**src/rtl/vga_timing_pkg.sv**
```systemverilog
// Shared VGA timing constants (640x480@60 at a 100 MHz clock) and the
// monitor's lock-FSM state encoding.
package vga_timing_pkg;

    localparam int H_PERIOD_640 = 3200;
    localparam int HS_WIDTH_640 = 384;
    localparam int V_LINES_640  = 525;
    localparam int VS_LINES_640 = 2;

    localparam logic [11:0] CNT_MAX  = 12'hFFF;
    localparam logic [9:0]  LINE_MAX = 10'h3FF;
    localparam logic [7:0]  ERR_MAX  = 8'hFF;

    typedef enum logic [1:0] {
        ST_SEARCH = 2'd0,
        ST_CHECK  = 2'd1,
        ST_LOCKED = 2'd2
    } mon_state_t;

    function automatic logic within_tol(input logic [11:0] meas, input int exp_v, input int tol);
        int d;
        d = int'(meas) - exp_v;
        return (d <= tol) && (d >= -tol);
    endfunction

endpackage

```
**src/rtl/vga_timing_monitor_sync_edge_detect.sv**
```systemverilog
// Two-flop synchronizer for an active-low sync line, followed by a
// registered edge detector; o_level is aligned with the edge pulses.
module sync_edge_detect (
    input  logic clk,
    input  logic rst_n,
    input  logic i_async,
    output logic o_level,
    output logic o_fall,
    output logic o_rise
);

    logic r_meta, r_sync, r_prev, r_fall, r_rise;

    always_ff @(posedge clk) begin
        if (!rst_n) begin
            r_meta <= 1'b1;
            r_sync <= 1'b1;
            r_prev <= 1'b1;
            r_fall <= 1'b0;
            r_rise <= 1'b0;
        end else begin
            r_meta <= i_async;
            r_sync <= r_meta;
            r_prev <= r_sync;
            r_fall <= r_prev & ~r_sync;
            r_rise <= ~r_prev & r_sync;
        end
    end

    assign o_level = r_prev;
    assign o_fall  = r_fall;
    assign o_rise  = r_rise;

endmodule

```
**src/rtl/vga_timing_monitor.sv**
```systemverilog
// Measures incoming hSync/vSync timing, compares it with the expected mode
// and reports lock status plus a saturating error count.
module vga_timing_monitor
    import vga_timing_pkg::*;
#(
    parameter int H_PERIOD_EXP = H_PERIOD_640,
    parameter int HS_WIDTH_EXP = HS_WIDTH_640,
    parameter int V_LINES_EXP  = V_LINES_640,
    parameter int VS_LINES_EXP = VS_LINES_640,
    parameter int TOL          = 4,
    parameter int LOCK_FRAMES  = 2,
    parameter int TIMEOUT      = 4095
) (
    input  logic        clk,
    input  logic        rst_n,
    input  logic        hSync,
    input  logic        vSync,
    output logic [11:0] line_period,
    output logic [11:0] hs_width,
    output logic [9:0]  frame_lines,
    output logic [9:0]  vs_lines,
    output logic        locked,
    output logic        frame_strobe,
    output logic [7:0]  err_count
);

    logic w_h_lvl, w_h_fall, w_h_rise;
    logic w_v_lvl, w_v_fall, w_v_rise;

    sync_edge_detect u_hs (.clk(clk), .rst_n(rst_n), .i_async(hSync),
                           .o_level(w_h_lvl), .o_fall(w_h_fall), .o_rise(w_h_rise));
    sync_edge_detect u_vs (.clk(clk), .rst_n(rst_n), .i_async(vSync),
                           .o_level(w_v_lvl), .o_fall(w_v_fall), .o_rise(w_v_rise));

    logic [11:0] r_cyc, r_wcnt, r_line_period, r_hs_width;
    logic [9:0]  r_lcnt, r_vscnt, r_frame_lines, r_vs_lines;
    logic [7:0]  r_err, r_good;
    logic        r_to_armed, r_locked;
    mon_state_t  r_state;

    logic        w_timeout, w_good;
    logic [11:0] w_lp_nxt, w_hw_nxt;
    logic [9:0]  w_lcnt_inc;
    logic [7:0]  w_err_inc;

    // The cycle counter parks at its maximum, so the arm flag keeps a long
    // hSync absence from being reported more than once.
    assign w_timeout  = r_to_armed && (r_cyc == 12'(TIMEOUT)) && !w_h_fall;
    assign w_lp_nxt   = w_h_fall ? r_cyc : r_line_period;
    assign w_hw_nxt   = w_h_rise ? r_wcnt : r_hs_width;
    assign w_lcnt_inc = (w_h_fall && r_lcnt != LINE_MAX) ? r_lcnt + 10'd1 : r_lcnt;
    assign w_err_inc  = (r_err == ERR_MAX) ? r_err : r_err + 8'd1;

    // Judged on the values as they stand after this cycle's updates, so a
    // coincident hSync fall is part of the frame that is closing.
    assign w_good = within_tol(w_lp_nxt, H_PERIOD_EXP, TOL) &&
                    within_tol(w_hw_nxt, HS_WIDTH_EXP, TOL) &&
                    (w_lcnt_inc == 10'(V_LINES_EXP)) &&
                    (r_vs_lines == 10'(VS_LINES_EXP));

    always_ff @(posedge clk) begin
        if (!rst_n) begin
            r_cyc         <= '0;
            r_wcnt        <= '0;
            r_lcnt        <= '0;
            r_vscnt       <= '0;
            r_line_period <= '0;
            r_hs_width    <= '0;
            r_frame_lines <= '0;
            r_vs_lines    <= '0;
            r_to_armed    <= 1'b1;
        end else begin
            if (w_h_fall) begin
                r_cyc         <= 12'd1;
                r_line_period <= r_cyc;
                r_to_armed    <= 1'b1;
            end else begin
                if (r_cyc != CNT_MAX) r_cyc <= r_cyc + 12'd1;
                if (w_timeout)        r_to_armed <= 1'b0;
            end

            if (w_h_fall)                            r_wcnt <= 12'd1;
            else if (!w_h_lvl && r_wcnt != CNT_MAX) r_wcnt <= r_wcnt + 12'd1;
            if (w_h_rise) r_hs_width <= r_wcnt;

            if (w_v_fall) begin
                r_frame_lines <= w_lcnt_inc;
                r_lcnt        <= '0;
            end else begin
                r_lcnt <= w_lcnt_inc;
            end

            if (w_v_fall)
                r_vscnt <= {9'd0, w_h_fall};
            else if (!w_v_lvl && w_h_fall && r_vscnt != LINE_MAX)
                r_vscnt <= r_vscnt + 10'd1;
            if (w_v_rise) r_vs_lines <= r_vscnt;
        end
    end

    always_ff @(posedge clk) begin
        if (!rst_n) begin
            r_state  <= ST_SEARCH;
            r_good   <= '0;
            r_locked <= 1'b0;
            r_err    <= '0;
        end else if (w_timeout) begin
            r_state  <= ST_SEARCH;
            r_good   <= '0;
            r_locked <= 1'b0;
            r_err    <= w_err_inc;
        end else if (w_v_fall) begin
            case (r_state)
                ST_SEARCH: begin
                    r_state <= ST_CHECK;
                    r_good  <= '0;
                end
                ST_CHECK: begin
                    if (!w_good) begin
                        r_good <= '0;
                        r_err  <= w_err_inc;
                    end else if (int'(r_good) + 1 >= LOCK_FRAMES) begin
                        r_state  <= ST_LOCKED;
                        r_locked <= 1'b1;
                        r_good   <= '0;
                    end else begin
                        r_good <= r_good + 8'd1;
                    end
                end
                ST_LOCKED: begin
                    if (!w_good) begin
                        r_state  <= ST_SEARCH;
                        r_locked <= 1'b0;
                        r_err    <= w_err_inc;
                    end
                end
                default: begin
                    r_state  <= ST_SEARCH;
                    r_locked <= 1'b0;
                end
            endcase
        end
    end

    assign line_period  = r_line_period;
    assign hs_width     = r_hs_width;
    assign frame_lines  = r_frame_lines;
    assign vs_lines     = r_vs_lines;
    assign locked       = r_locked;
    assign frame_strobe = w_v_fall;
    assign err_count    = r_err;

endmodule
```
**config.mk**
```make
export PLATFORM = sky130hd
export DESIGN_NAME = vga_timing_monitor
export DESIGN_NICKNAME = d
export VERILOG_FILES = /design/src/rtl/vga_timing_pkg.sv /design/src/rtl/vga_timing_monitor_sync_edge_detect.sv /design/src/rtl/vga_timing_monitor.sv
export SDC_FILE = /design/constraint.sdc
export NUM_CORES = 1
export LEC_CHECK = 0
export CAP_MARGIN = 5
export CORE_MARGIN = 10
export CORE_UTILIZATION = 51
export DETAILED_ROUTE_END_ITERATION = 10
export GPL_ROUTABILITY_DRIVEN = 0
export HOLD_SLACK_MARGIN = 0.12
export PLACE_DENSITY = 0.76
export SLEW_MARGIN = 30
export SYNTH_ARGS = -nofsm -noshare
export SYNTH_HDL_FRONTEND = slang
export SYNTH_SLANG_ARGS = --single-unit
```
**constraint.sdc**
```tcl
create_clock -name clk -period 3 [get_ports clk]
set_clock_uncertainty 0.05 [all_clocks]
set_input_delay 0.75 -clock clk [delete_from_list [all_inputs] [get_ports clk]]
set_output_delay 0.75 -clock clk [all_outputs]
set_load 0.02 [all_outputs]
```
# == Word level (Yosys, flattened, before mapping) ==
# Cells that the tools add are included.
# W data, S select, Z words.
# word_totals
register_bits,118
word_cells,118
output_inout_bits,54
in_bits,4
# op_classes
add_sub_neg,9
n_reduce_logical,29
mux,25
eq_ne,14
order_cmp,5
bitwise,10
# op_table
op,count
$mux W8,7
$ge A13 B3 Y1 const B,2
$le A13 B4 Y1 const B,2
$add A12 B1 Y12 const B,2
$mux W12,2
$ne A12 B12 Y1 const B,2
$add A10 B1 Y10 const B,2
$ne A10 B10 Y1 const B,2
$add A8 B1 Y8 const B,2
$pmux W8 S2,1
$sub A12 B12 Y13 const B,1
$sub A12 B9 Y13 const B,1
$eq A12 B12 Y1 const B,1
$reduce_bool A2 Y1,6
$logic_and A1 B1 Y1,11
$eq A10 B10 Y1 const B,1
$eq A10 B2 Y1 const B,1
$mux W10,1
$add A8 B1 Y9 const B,1
$ge A9 B2 Y1 const B,1
$mux W1,9
$eq A8 B8 Y1 const B,1
$ne A2 B2 Y1 const B,4
$reduce_or A2 Y1,4
other kinds (13),25

# == Logic depth before layout (Yosys ltp) ==
# depth
word_depth,11
mapped_depth,12
ltp_nobuf,11

# == Modules after synthesis ==
# Synthesis repeated with hierarchy kept, for this count alone.
# unflattened
hier_cells,596
hier_area_um2,5567.8
# by_module_without_submodules
mod,instances,area_each_um2,seq_area_each_um2,cells_each
vga_timing_monitor,1,5295.1,2162.1,576
sync_edge_detect,2,136.4,100.1,10

# == Worst setup path before layout ==
# Ideal clock, no wire load.
# synth_path
path_type,flip-flop to flip-flop
start,"register u_hs.r_rise, in the netlist u_hs.o_rise"
end,register r_state[0]
setup_ps,118
arrival_ps,3089
setup_slack_ps,-257
path_stages_with_launch,12
required_time_ps,2832
synth_period_minus_slack_ps,3257
n_path_buf,2
path_cell_list,dfxtp_1 > buf_2 > buf_2 > mux2_2 > ha_1 > o221ai_1 > a221oi_1 > o2111ai_1 > a2111oi_2 > mux2_2 > or2_4 > mux2i_1
# synth_between
elab_chain_len,9
# synth_lines
element,line,rtl
from (decl),vga_timing_monitor_sync_edge_detect.sv:12,"logic r_meta, r_sync, r_prev, r_fall, r_rise;"
from (signal assigned),vga_timing_monitor_sync_edge_detect.sv:26,r_rise <= ~r_prev & r_sync;
$mux W12 *,-,
via w_hw_nxt[8],vga_timing_monitor.sv:42,"logic [11:0] w_lp_nxt, w_hw_nxt;"
$sub A12 B9 Y13 *,vga_timing_pkg.sv:22,d = int'(meas) - exp_v;
$le A13 B4 Y1 or $ge A13 B3 Y1 (tied branches),vga_timing_pkg.sv:23,return (d <= tol) && (d >= -tol);
$logic_and A1 B1 Y1 *,vga_timing_pkg.sv:23,
$logic_and A1 B1 Y1 *,vga_timing_monitor.sv:56,"assign w_good = within_tol(w_lp_nxt, H_PERIOD_EXP, TOL) &&"
$logic_and A1 B1 Y1 *,vga_timing_monitor.sv:57,"within_tol(w_hw_nxt, HS_WIDTH_EXP, TOL) &&"
$logic_and A1 B1 Y1 *,vga_timing_monitor.sv:58,(w_lcnt_inc == 10'(V_LINES_EXP)) &&
$ne A2 B2 Y1 (no line),-,
$reduce_and A4 Y1 (no line) *,-,
to (signal assigned),vga_timing_monitor.sv:103,r_state <= ST_SEARCH;
to (signal assigned),vga_timing_monitor.sv:108,r_state <= ST_SEARCH;
to (signal assigned),vga_timing_monitor.sv:115,r_state <= ST_CHECK;
to (decl),vga_timing_monitor.sv:39,mon_state_t r_state;
# Mark *: on every way through the listed nets, which the timed path passes. The rest lies on a longest branch.
# A chain may end at the register's enable or synchronous reset.

# == Final worst setup path ==
# layout_path
start,register r_cyc[4]
end,register r_state[0]
# layout_between
elab_chain_len,9
# layout_lines
element,line,rtl
from (decl),vga_timing_monitor.sv:35,"logic [11:0] r_cyc, r_wcnt, r_line_period, r_hs_width;"
from (signal assigned),vga_timing_monitor.sv:78,if (r_cyc != CNT_MAX) r_cyc <= r_cyc + 12'd1;
$mux W12,-,
$sub A12 B12 Y13,vga_timing_pkg.sv:22,
$le A13 B4 Y1 or $ge A13 B3 Y1 (tied branches),vga_timing_pkg.sv:23,
$logic_and A1 B1 Y1,vga_timing_pkg.sv:23,
$logic_and A1 B1 Y1,vga_timing_monitor.sv:56,
$logic_and A1 B1 Y1,vga_timing_monitor.sv:57,
$logic_and A1 B1 Y1,vga_timing_monitor.sv:58,
$ne A2 B2 Y1 (no line),-,
$reduce_and A4 Y1 (no line),-,
# Several ways; a longest one is shown, not always the timed one.

==> reports/results.tsv <==
stage	metric	value	unit
cts	cts_root_buf	clkbuf_16	
floorplan	start_util	52.4	%
worst_setup_path	worst_path_most_repeated_cell	mux2i_1	
run	maxCapViolCount	0	
final_layout	drive_gt1_share	14.5	%
final_layout	final_cell_mix	dfxtp_1, clkdlybuf4s50_1, nand2_1	
worst_setup_path	worstPathArrival	3.25	ns
grt	overflow	0	
cts	clk_pin_slew	0.05	ns
run_status	status	finished, final reports clean	
cts	cts_tree	yes	
detailed_routing	wirelength	14000	um
yosys	synth_area_per_cell	9.22	um^2
floorplan	die_w	126	um
yosys	async_flop_share	0	%
pwr	finalPower	3790	uW
sta	layout_min_cycle_time	3.00	ns
pwr	power.leakage	0.00275	uW
floorplan	fp-row-count	38	
yosys	seq_area_frac_synth	41.2	%
yosys	synth_top_flop_cell	dfxtp_1	
pwr	irDropWorstVdd	0.410	mV
worst_setup_path	r2r_cells	8	
worst_setup_path	critPathSlowestCell	or4_4	
pwr	p_seq_share	42.1	%
sta	fin_setup_tns	0	ns
worst_setup_path	crit_family	simple AND/OR/NAND/NOR gates	
cts	worstSkewPairLatency	0.41	ns
final_layout	postLayoutCellArea	0.00729	mm^2
worst_hold_path	min_path_type	flip-flop to flip-flop	
worst_hold_path	min-delay-start	u_vs.r_meta	
yosys	synth_cell_types	75	
grt	grt_max_degree	36	
worst_setup_path	worstPathCellList	or4_4 > mux2i_1 > nand4_1 > a2111o_1 > a2111oi_4 > mux2_4 > or2_4 > mux2i_1	
cts	htreeDepth	4	
detailed_routing	via_per_inst	5.65	
yosys	synth_top_area_cell	dfxtp_1	
floorplan	die_h	126	um
grt	grt_pass1_wl	23200	um
worst_hold_path	hold_end	u_vs.r_sync	
sta	worst_pin_slew	0.671	ns
detailed_routing	vias	4797	
detailed_routing	route.antenna.remaining_nets	0	
yosys	synth-compound-area-share	12.1	%
detailed_routing	firstDrtPassIters	8	
floorplan	dieArea	0.0159	mm^2
worst_setup_path	crit_type	flip-flop to flip-flop	
sta	report.final.slew_viol_count	0	
grt	antenna_found_initial	0	
worst_setup_path	cp_max_fo	6	
pwr	power_frac_comb	2.9	%
yosys	synthAdderAreaFrac	3.49	%
cts	cts_num_sinks	118	
grt	grt_util_all_layers	17.2	%
cts	cts_made_buffers	17	
yosys	synth_edf_count	0	
worst_setup_path	regToRegSetupSlack	0.0008	ns
worst_setup_path	slowest_delay	0.54	ns
final_layout	syn_to_final_growth	27.2	%
yosys	netlist_instances	622	
final_layout	final_core_util	66.7	%
yosys	ys_ff_latch	118	
worst_setup_path	startpoint_type	flip-flop	
yosys	synth-simple-area-share	25.6	%
yosys	synthMuxAreaShare	9.17	%
placed_design	place_area	0.00660	mm^2
yosys	syn_nets	642	
cts	clk_path_buf_depth	2	
floorplan	ios	58	
sta	fin_crit_sh	100	%
pwr	clkPwrFrac	55.0	%
detailed_routing	wl_per_cell	16.5	um
yosys	synth_area_leaders	dfxtp_1, mux2i_1, nor2b_1, ha_1, nand2_1	
detailed_routing	drc	0	
yosys	synth_area	0.00573	mm^2
grt	first_global_vias	4696	
pwr	power_switching	796	uW
sta	fmax	333	MHz
pwr	p_int	3000	uW
sta	slew_headroom	55.2	%
worst_setup_path	path_buf_inv	0	
yosys	yosysWarnings	0	
yosys	synth_top_family_by_area	simple AND/OR/NAND/NOR gates	
pwr	power.density	520	mW/mm^2
final_layout	diodes	0	
yosys	synthXorXnorAreaFrac	4.74	%
floorplan	core	0.0109	mm^2
final_layout	final_nets	716	
placed_design	io_buffers	57	
worst_setup_path	r2r-start	r_cyc[4]	
final_layout	final_common_cell	dfxtp_1	
yosys	synth_top_area_share	41.2	%
detailed_routing	drt-initial-drc-count	391	
worst_setup_path	end_kind	flip-flop	
worst_setup_path	required	3.25	ns
pwr	switching_share	21.0	%
placed_design	dpl.hpwl	9720	um
worst_hold_path	holdPathStages	1	
worst_setup_path	r2r-end	r_state[0]	
sta	finalHoldViolations	0	
sta	setup_viol	0	
sta	rsz0062_at_grt	yes	
[flip-flops by register name, summed over array words and instances, names as in the netlist, 2 cells and up]
name         cells
err_count        8
frame_lines     10
hs_width        12
line_period     12
r_cyc           12
r_good           8
r_lcnt          10
r_state          2
r_vscnt         10
r_wcnt          12
vs_lines        10
[metal layers]
layer | routed length, um | track usage (%)
met1 | 6260 | 20.8
met4 | 178 | 5.16
met5 | 0 | 0
met2 | 6900 | 28.7
met3 | 682 | 5.37
[worst max path at each step]
stage	cells after the start	startpoint	endpoint
after floorplan	12	u_hs.o_fall	r_state[0]
after global placement	10	u_hs.o_fall	r_state[0]
after detailed placement	10	u_hs.o_fall	err_count[0]
after CTS	10	u_hs.o_fall	r_state[0]
after global routing	10	u_hs.o_fall	r_state[0]
final	8	r_cyc[4]	r_state[0]
[power by group through the flow]
stage               registers, uW  logic, uW  clock network, uW
CTS                          1600        110               2110
detailed placement           1630        109                  0
floorplan                    1630       77.3                  0
finish                       1600        111               2090
global route                 1600        121               2180
global placement             1630        106                  0
[metrics by stage]
stage / setup slack, ns / instances / hold WS, ns
6_report: 0.000757 / 849 / 0.362
5_1_grt: -0.0716 / 849 / 0.385
4_1_cts: 0.00929 / 848 / 0.364
3_5_place_dp: 0.0201 / 816 / 0.351
3_3_place_gp: 0.138 / 816 / 0.346
2_1_floorplan: 0.0202 / 622 / 0.336
[kinds of logic (layout without fill, tap and decap cells)]
logic type               Yosys count  count (layout)
adder cells (fa/ha/maj)           16              16
flip-flops                       118             118
XOR/XNOR                          31              31
multiplexers                      52              52
AO/OA/AOI/OAI                     89              89
buffers and inverters             47             134
AND/OR/NAND/NOR                  269             269
[area by class of cell]
cell class	count	area (um^2)
flip-flops and latches	118	2370
clock inverters	12	150
multi-input cells	457	3300
fillers	829	3640
well taps	140	175
repair buffers	84	768
clock buffers	20	467
inverters	18	67.6
[synth_stat cells, types with 4 or more instances]
cell and count:
clkbuf_1 20, nor2_1 52, nor3_1 12, nand3_1 21, nor2b_1 38, and3_1 18, mux2_2 4, a21oi_1 14
o21a_1 6, and4_1 5, mux2i_1 48, xnor2_1 12, a211oi_1 6, xor2_1 19, dfxtp_1 118, nor4_1 4
and2_1 7, nand2_1 53, inv_1 18, nand2b_1 18, o21ai_0 13, o211a_1 7, nand4_1 13, a2111oi_0 6
ha_1 16, nor4b_1 4
[timing repair]
item,in CTS,in global routing
hold buffers,0,0
gates cloned,0,0
pin swaps,2,5
gates resized for setup,0,15
buffers inserted,0,1
setup endpoints to repair,3,11
(Power assumes the default switching activity.)
